$ cat src/rtl/or10_iterative_divider.sv
// or10_iterative_divider: multi-cycle radix-2 restoring divider for l.div/l.divu.
// One division in flight. Operands arrive on two AXI4-Stream-style channels and
// are accepted together. The result is {quotient, remainder} on m_axis_dout.
// Optional feature macro: OR10_DIVIDER_DIVZERO_FLAG_EN adds m_axis_dout_tuser,
// which is the registered divide-by-zero flag.
module or10_iterative_divider #(
  parameter int WIDTH  = 32,
  parameter bit SIGNED = 1'b1
) (
  input  logic                 aclk,
  input  logic                 aresetn,
  input  logic                 s_axis_dividend_tvalid,
  output logic                 s_axis_dividend_tready,
  input  logic [WIDTH-1:0]     s_axis_dividend_tdata,
  input  logic                 s_axis_divisor_tvalid,
  output logic                 s_axis_divisor_tready,
  input  logic [WIDTH-1:0]     s_axis_divisor_tdata,
  output logic                 m_axis_dout_tvalid,
  input  logic                 m_axis_dout_tready,
  output logic [2*WIDTH-1:0]   m_axis_dout_tdata
`ifdef OR10_DIVIDER_DIVZERO_FLAG_EN
  ,
  output logic                 m_axis_dout_tuser
`endif
);

  localparam int CW = (WIDTH > 2) ? $clog2(WIDTH) : 1;

  localparam logic [1:0] S_IDLE = 2'd0;
  localparam logic [1:0] S_CALC = 2'd1;
  localparam logic [1:0] S_FIX  = 2'd2;
  localparam logic [1:0] S_DONE = 2'd3;

  logic [1:0]         state_q, state_d;
  logic [CW-1:0]      cnt_q, cnt_d;
  logic [WIDTH-1:0]   rem_q, rem_d;     // partial remainder
  logic [WIDTH-1:0]   quo_q, quo_d;     // dividend magnitude shifting out, quotient shifting in
  logic [WIDTH-1:0]   dvsr_q, dvsr_d;   // divisor magnitude
  logic [WIDTH-1:0]   dvnd_q, dvnd_d;   // raw dividend, needed for the divide-by-zero result
  logic               negq_q, negq_d;   // quotient must be negated
  logic               negr_q, negr_d;   // remainder takes the dividend's sign
  logic               tvalid_q, tvalid_d;
  logic [2*WIDTH-1:0] tdata_q, tdata_d;

  // Both channels handshake together so a lone operand is never consumed.
  logic accept;
  assign accept = (state_q == S_IDLE) && s_axis_dividend_tvalid && s_axis_divisor_tvalid;
  assign s_axis_dividend_tready = accept;
  assign s_axis_divisor_tready  = accept;

  // Operand signs and magnitudes. The most-negative value still has a correct
  // unsigned WIDTH-bit magnitude, so the overflow case needs no special handling.
  logic             a_neg, b_neg;
  logic [WIDTH-1:0] a_mag, b_mag;
  assign a_neg = SIGNED && s_axis_dividend_tdata[WIDTH-1];
  assign b_neg = SIGNED && s_axis_divisor_tdata[WIDTH-1];
  assign a_mag = a_neg ? (~s_axis_dividend_tdata + 1'b1) : s_axis_dividend_tdata;
  assign b_mag = b_neg ? (~s_axis_divisor_tdata + 1'b1) : s_axis_divisor_tdata;

  // One restoring step: shift {rem, quo} left. Compare the WIDTH+1-bit shifted
  // remainder against the divisor. When it fits, the difference is < 2^WIDTH,
  // so a WIDTH-bit subtract gives the exact new remainder.
  logic [WIDTH:0]   shifted;
  logic             fits;
  logic [WIDTH-1:0] rem_step;
  assign shifted  = {rem_q, quo_q[WIDTH-1]};
  assign fits     = (shifted >= {1'b0, dvsr_q});
  assign rem_step = fits ? (shifted[WIDTH-1:0] - dvsr_q) : shifted[WIDTH-1:0];

  logic last_step;
  assign last_step = (cnt_q == CW'(WIDTH - 1));

  // Sign fix-up. Divide-by-zero overrides it with all-ones / raw dividend.
  logic             divzero;
  logic [WIDTH-1:0] q_fix, r_fix;
  assign divzero = (dvsr_q == '0);
  assign q_fix   = divzero ? '1     : (negq_q ? (~quo_q + 1'b1) : quo_q);
  assign r_fix   = divzero ? dvnd_q : (negr_q ? (~rem_q + 1'b1) : rem_q);

  // Next-state logic for the IDLE -> CALC -> FIX -> DONE sequence.
  always_comb begin
    state_d  = state_q;
    cnt_d    = cnt_q;
    rem_d    = rem_q;
    quo_d    = quo_q;
    dvsr_d   = dvsr_q;
    dvnd_d   = dvnd_q;
    negq_d   = negq_q;
    negr_d   = negr_q;
    tvalid_d = tvalid_q;
    tdata_d  = tdata_q;
    case (state_q)
      S_IDLE: begin
        if (accept) begin
          dvnd_d  = s_axis_dividend_tdata;
          dvsr_d  = b_mag;
          quo_d   = a_mag;
          rem_d   = '0;
          cnt_d   = '0;
          negq_d  = a_neg ^ b_neg;
          negr_d  = a_neg;
          state_d = S_CALC;
        end
      end
      S_CALC: begin
        rem_d = rem_step;
        quo_d = {quo_q[WIDTH-2:0], fits};
        if (last_step) begin
          cnt_d   = '0;
          state_d = S_FIX;
        end else begin
          cnt_d = cnt_q + CW'(1);
        end
      end
      S_FIX: begin
        tdata_d  = {q_fix, r_fix};
        tvalid_d = 1'b1;
        state_d  = S_DONE;
      end
      S_DONE: begin
        if (m_axis_dout_tready) begin
          tvalid_d = 1'b0;
          state_d  = S_IDLE;
        end
      end
      default: state_d = S_IDLE;
    endcase
  end

  // State registers. Reset discards any in-flight division.
  always_ff @(posedge aclk or negedge aresetn) begin
    if (!aresetn) begin
      state_q  <= S_IDLE;
      cnt_q    <= '0;
      rem_q    <= '0;
      quo_q    <= '0;
      dvsr_q   <= '0;
      dvnd_q   <= '0;
      negq_q   <= 1'b0;
      negr_q   <= 1'b0;
      tvalid_q <= 1'b0;
      tdata_q  <= '0;
    end else begin
      state_q  <= state_d;
      cnt_q    <= cnt_d;
      rem_q    <= rem_d;
      quo_q    <= quo_d;
      dvsr_q   <= dvsr_d;
      dvnd_q   <= dvnd_d;
      negq_q   <= negq_d;
      negr_q   <= negr_d;
      tvalid_q <= tvalid_d;
      tdata_q  <= tdata_d;
    end
  end

  assign m_axis_dout_tvalid = tvalid_q;
  assign m_axis_dout_tdata  = tdata_q;

`ifdef OR10_DIVIDER_DIVZERO_FLAG_EN
  logic tuser_q;

  // Divide-by-zero flag, captured with the result and held alongside tdata.
  always_ff @(posedge aclk or negedge aresetn) begin
    if (!aresetn)              tuser_q <= 1'b0;
    else if (state_q == S_FIX) tuser_q <= divzero;
  end

  assign m_axis_dout_tuser = tuser_q;
`endif

endmodule

$ cat config.mk
export PLATFORM = sky130hd
export DESIGN_NAME = or10_iterative_divider
export DESIGN_NICKNAME = d
export VERILOG_FILES = /design/src/rtl/or10_iterative_divider.sv
export SDC_FILE = /design/constraint.sdc
export NUM_CORES = 1
export LEC_CHECK = 0
export ABC_AREA = 1
export BUFFER_PORTS_ARGS = -buffer_cell sky130_fd_sc_hd__buf_2
export CAP_MARGIN = 20
export CORE_ASPECT_RATIO = 1.5
export CORE_MARGIN = 2
export CORE_UTILIZATION = 56
export DETAILED_ROUTE_END_ITERATION = 12
export PLACE_DENSITY = 0.73
export SLEW_MARGIN = 20
export SYNTH_ARGS = -nofsm -noshare
export SYNTH_HDL_FRONTEND = slang
export SYNTH_SLANG_ARGS = --single-unit
$ cat constraint.sdc
create_clock -name aclk -period 2.41 [get_ports aclk]
set_clock_uncertainty 0.1 [all_clocks]
set_input_delay 0.482 -clock aclk [delete_from_list [all_inputs] [get_ports aclk]]
set_output_delay 0.482 -clock aclk [all_outputs]
set_load 0.005 [all_outputs]
==> flow_summary_export.csv <==
group,metric,value,unit
outcome,outcome,"complete, no violations",
route,dr.pass1.iters,8,
route,wl_per_cell,18.4,µm
yosys,synth_cells,2303,
layout,fill_cells,2286,
layout,area_growth,25.1,%
timing,rsz0062_at_grt,"true",
placement,hpwlAfterDp,39.9,mm
yosys,yosys_warnings,0,
floorplan,coreArea,26300,µm²
min_path,min_from,"s_axis_dividend_tdata[10]",
clock_tree,cts_root_buf,"clkbuf_16",
worst_setup_path,worstPathMaxFanout,4,
route,vias,16400,
yosys,ys_types,47,
yosys,async_reset_ff_frac,1.00,
pwr,p_leak,9.78,nW
floorplan,fp.dieH,204,µm
floorplan,dieArea,27900,µm²
worst_setup_path,arrival,2710,ps
worst_setup_path,cp-startpoint,"dvsr_q[5]$_DFFE_PN0P_",
timing,setup-violations-final,0,
global_route,grt_pass1_wl,81.5,mm
clock_tree,cts_tree,"built",
yosys,syn_nets,2415,
pwr,ir_drop,0.00104,V
yosys,ys_seq_area_frac,0.338,
worst_setup_path,r2r-start,"dvsr_q[5]$_DFFE_PN0P_",
clock_tree,cts_buffer_depth,3,
worst_setup_path,worstPathRequired,2710,ps
worst_setup_path,critPathCaptureType,"flop",
yosys,synthesis.area,14900,µm²
job,maxCapViolCount,0,
timing,period_needed,2400,ps
yosys,synthFlopType,"dfrtp_1",
layout,stdcell_area,18600,µm²
worst_setup_path,crit_slowest_cell,"dfrtp_1",
layout,register_area,5040,µm²
route,drtIter0Drc,1264,
placement,place.gp.congestion,1.01,
layout,drive_gt1_frac,0.204,
timing,max_slew.worst_pin.slew,749,ps
global_route,grt_max_degree,63,
worst_setup_path,max_stage_delay,390,ps
layout,final_net_count,2661,
timing,max_freq,0.416,GHz
route,drt_wl_total,53.3,mm
min_path,hold_class,"input pin to flop",
floorplan,ios,136,
route,route.detailed.drc,0,
floorplan,start_util,0.565,
global_route,antenna_found_initial,1,
yosys,synth_edf_count,0,
clock_tree,clk_pin_slew,60,ps
global_route,grt_pass1_vias,15800,
worst_setup_path,path_cells,"inv_1 > ha_4 > nand2_2 > inv_1 > nand2_1 > nand2_1 > inv_1 > nand2_2 > nand2_1 > nand2_2 > xnor2_2 > nand2_1 > nand3_1 > nand2_1",
floorplan,rows,73,
timing,layout_worst_path_cycle_share,0.997,
placement,post_dp_cell_area,16700,µm²
yosys,avgSynthCellArea,6.45,µm²
layout,multi_input_area,8980,µm²
route,drtAntennaViolNets,0,
clock_tree,numCtsBuffers,22,
worst_setup_path,worstSetupPathType,"flop to flop",
global_route,globalRouteTotalUtil,0.375,
worst_setup_path,path_common_cell,"nand2_1",
clock_tree,clkSinkCount,201,
placement,port_buffers,135,
floorplan,die_x,137,µm
clock_tree,clock_latency,510,ps
pwr,p_per_area,1610,nW/µm²
timing,slew-limit-headroom,0.500,
clock_tree,htreeDepth,1,
timing,setup_tns,0,ps
global_route,overflow,0,
timing,slew_viol_final,0,
timing,whs,146,ps
timing,hold_violations,0,
worst_setup_path,start_kind,"flop",
yosys,synth_seq_cells,201,
route,via_per_inst,5.64,
metal layers:
layer  global-route usage  part of all wire  up-vias
li1                     -                 -     7857
met1                0.412              0.36     7612
met2                0.643              0.49      654
met3               0.0621             0.062      229
met4                0.274             0.090        0
met5                    0                 0        -
layout make-up:
class	count	area share
Timing Repair Buffer	301	0.118
Tap cell	337	0.0227
Sequential cell	201	0.271
Antenna cell	1	0.000135
Inverter	321	0.0648
Clock inverter	6	0.00444
Multi-Input combinational cell	1702	0.483
Clock buffer	32	0.0355
synthesized netlist by cell type (2+ instances only):
cell type  number  area [µm²]
nor2_4          3        33.8
o21ai_1        23         115
a31oi_1        12        75.1
buf_4           3        22.5
xnor2_1        14         123
nor3_1         30         150
nand2b_1        3        18.8
xor2_1         42         368
dfrtp_1       201        5030
o211ai_1       16         120
nand4_1        32         200
nand3_1       218        1090
o21a_1         12        90.1
nand3_2         9        90.1
nor2_1        213         800
nand3b_1       12        90.1
nand2_1       715        2680
buf_6           4        45.0
buf_1           4        15.0
nand2_2         8        50.1
o22ai_1         6        37.5
o21bai_1        5        37.5
or3_1           2        12.5
o21ai_0       159         796
or2_2          14        87.6
o221ai_1        3        26.3
ha_1           42         526
clkbuf_1       59         221
a21oi_1        81         405
buf_2           9        45.0
nor4_1          6        37.5
inv_2           7        26.3
nor2_2          7        43.8
o31ai_1         4        30.0
clkinv_1        4        15.0
inv_1         310        1160
power by group:
part           leakage (nW)  total [W]  switching, W  internal, W
Clock                 0.364    0.00351       0.00141      0.00210
Sequential             2.49    0.00612       0.00119      0.00493
Combinational          6.92     0.0203        0.0123      0.00808
Total                  9.78     0.0300        0.0149       0.0151
final timing paths:
check,to,slack [ps],cells after the start
setup / recovery,rem_q[11]$_DFFE_PN0P_,6,14
setup reg to reg,rem_q[11]$_DFFE_PN0P_,6,14
hold / removal,dvnd_q[10]$_DFFE_PN0P_,150,3
hold reg to reg,m_axis_dout_tdata[60]$_DFFE_PN0P_,370,2
max in group asynchronous,rem_q[6]$_DFFE_PN0P_,1180,3
min in group asynchronous,rem_q[29]$_DFFE_PN0P_,390,2
sequential cells by signal (all words and copies together), names as in the netlist:
signal              flops
rem_q                  32
quo_q                  32
cnt_q                   5
negq_q                  1
dvsr_q                 32
m_axis_dout_tvalid      1
dvnd_q                 32
m_axis_dout_tdata      64
state_q                 2
logic make-up (layout without fill, tap and decap cells):
family	count (synthesis)	after routing	synth area share
simple gates	1276	1277	0.367
compound gates	326	326	0.120
flops	201	201	0.338
other cells	0	1	0
fa+ha+maj	43	43	0.0367
buf+inv	401	660	0.106
xor+xnor	56	56	0.0330
layout by cell type (no fill, tap or decap), types with 9 or more instances in the layout:
master     instances
a21oi_1           78
a31oi_1           12
buf_12            12
buf_2            134
buf_4            141
clkbuf_16         28
dfrtp_1          193
ha_1              12
ha_4              29
inv_1            286
inv_2             31
nand2_1          677
nand2_2           37
nand2_4            9
nand3_1          213
nand3_2           11
nand3b_1          12
nand4_1           32
nor2_1           195
nor2_2            19
nor2_4             9
nor3_1            28
o211ai_1          16
o21a_1            12
o21ai_0          158
o21ai_1           24
or2_2             14
xnor2_1           10
xor2_1            41
repair_timing:
action,CTS,global route
endpoints found under the hold margin,42,0
pin swaps,1,22
hold buffers,1,0
cloned,0,6
gates resized for setup,13,155
endpoints found under the setup margin,35,60
buffers inserted,2,26
stage by stage:
step                      setup WS [ps]   util  instances  total power [W]
after floorplan                     304      -       2303           0.0169
after global placement             -180  0.636       2827           0.0228
after CTS                         0.369  0.667       2868           0.0268
after detailed placement           -198  0.636       2827           0.0231
final                              6.17  0.707       2901           0.0300
after global routing               -106  0.707       2900           0.0323
critical path, delay by kind of cell (launching register included):
kind	cells	cell delay (ps)
buf+inv	3	300
fa+ha+maj	1	240
flops	1	390
xor+xnor	1	250
simple gates	9	1010
Note: power is estimated with default switching activity, not from simulation.
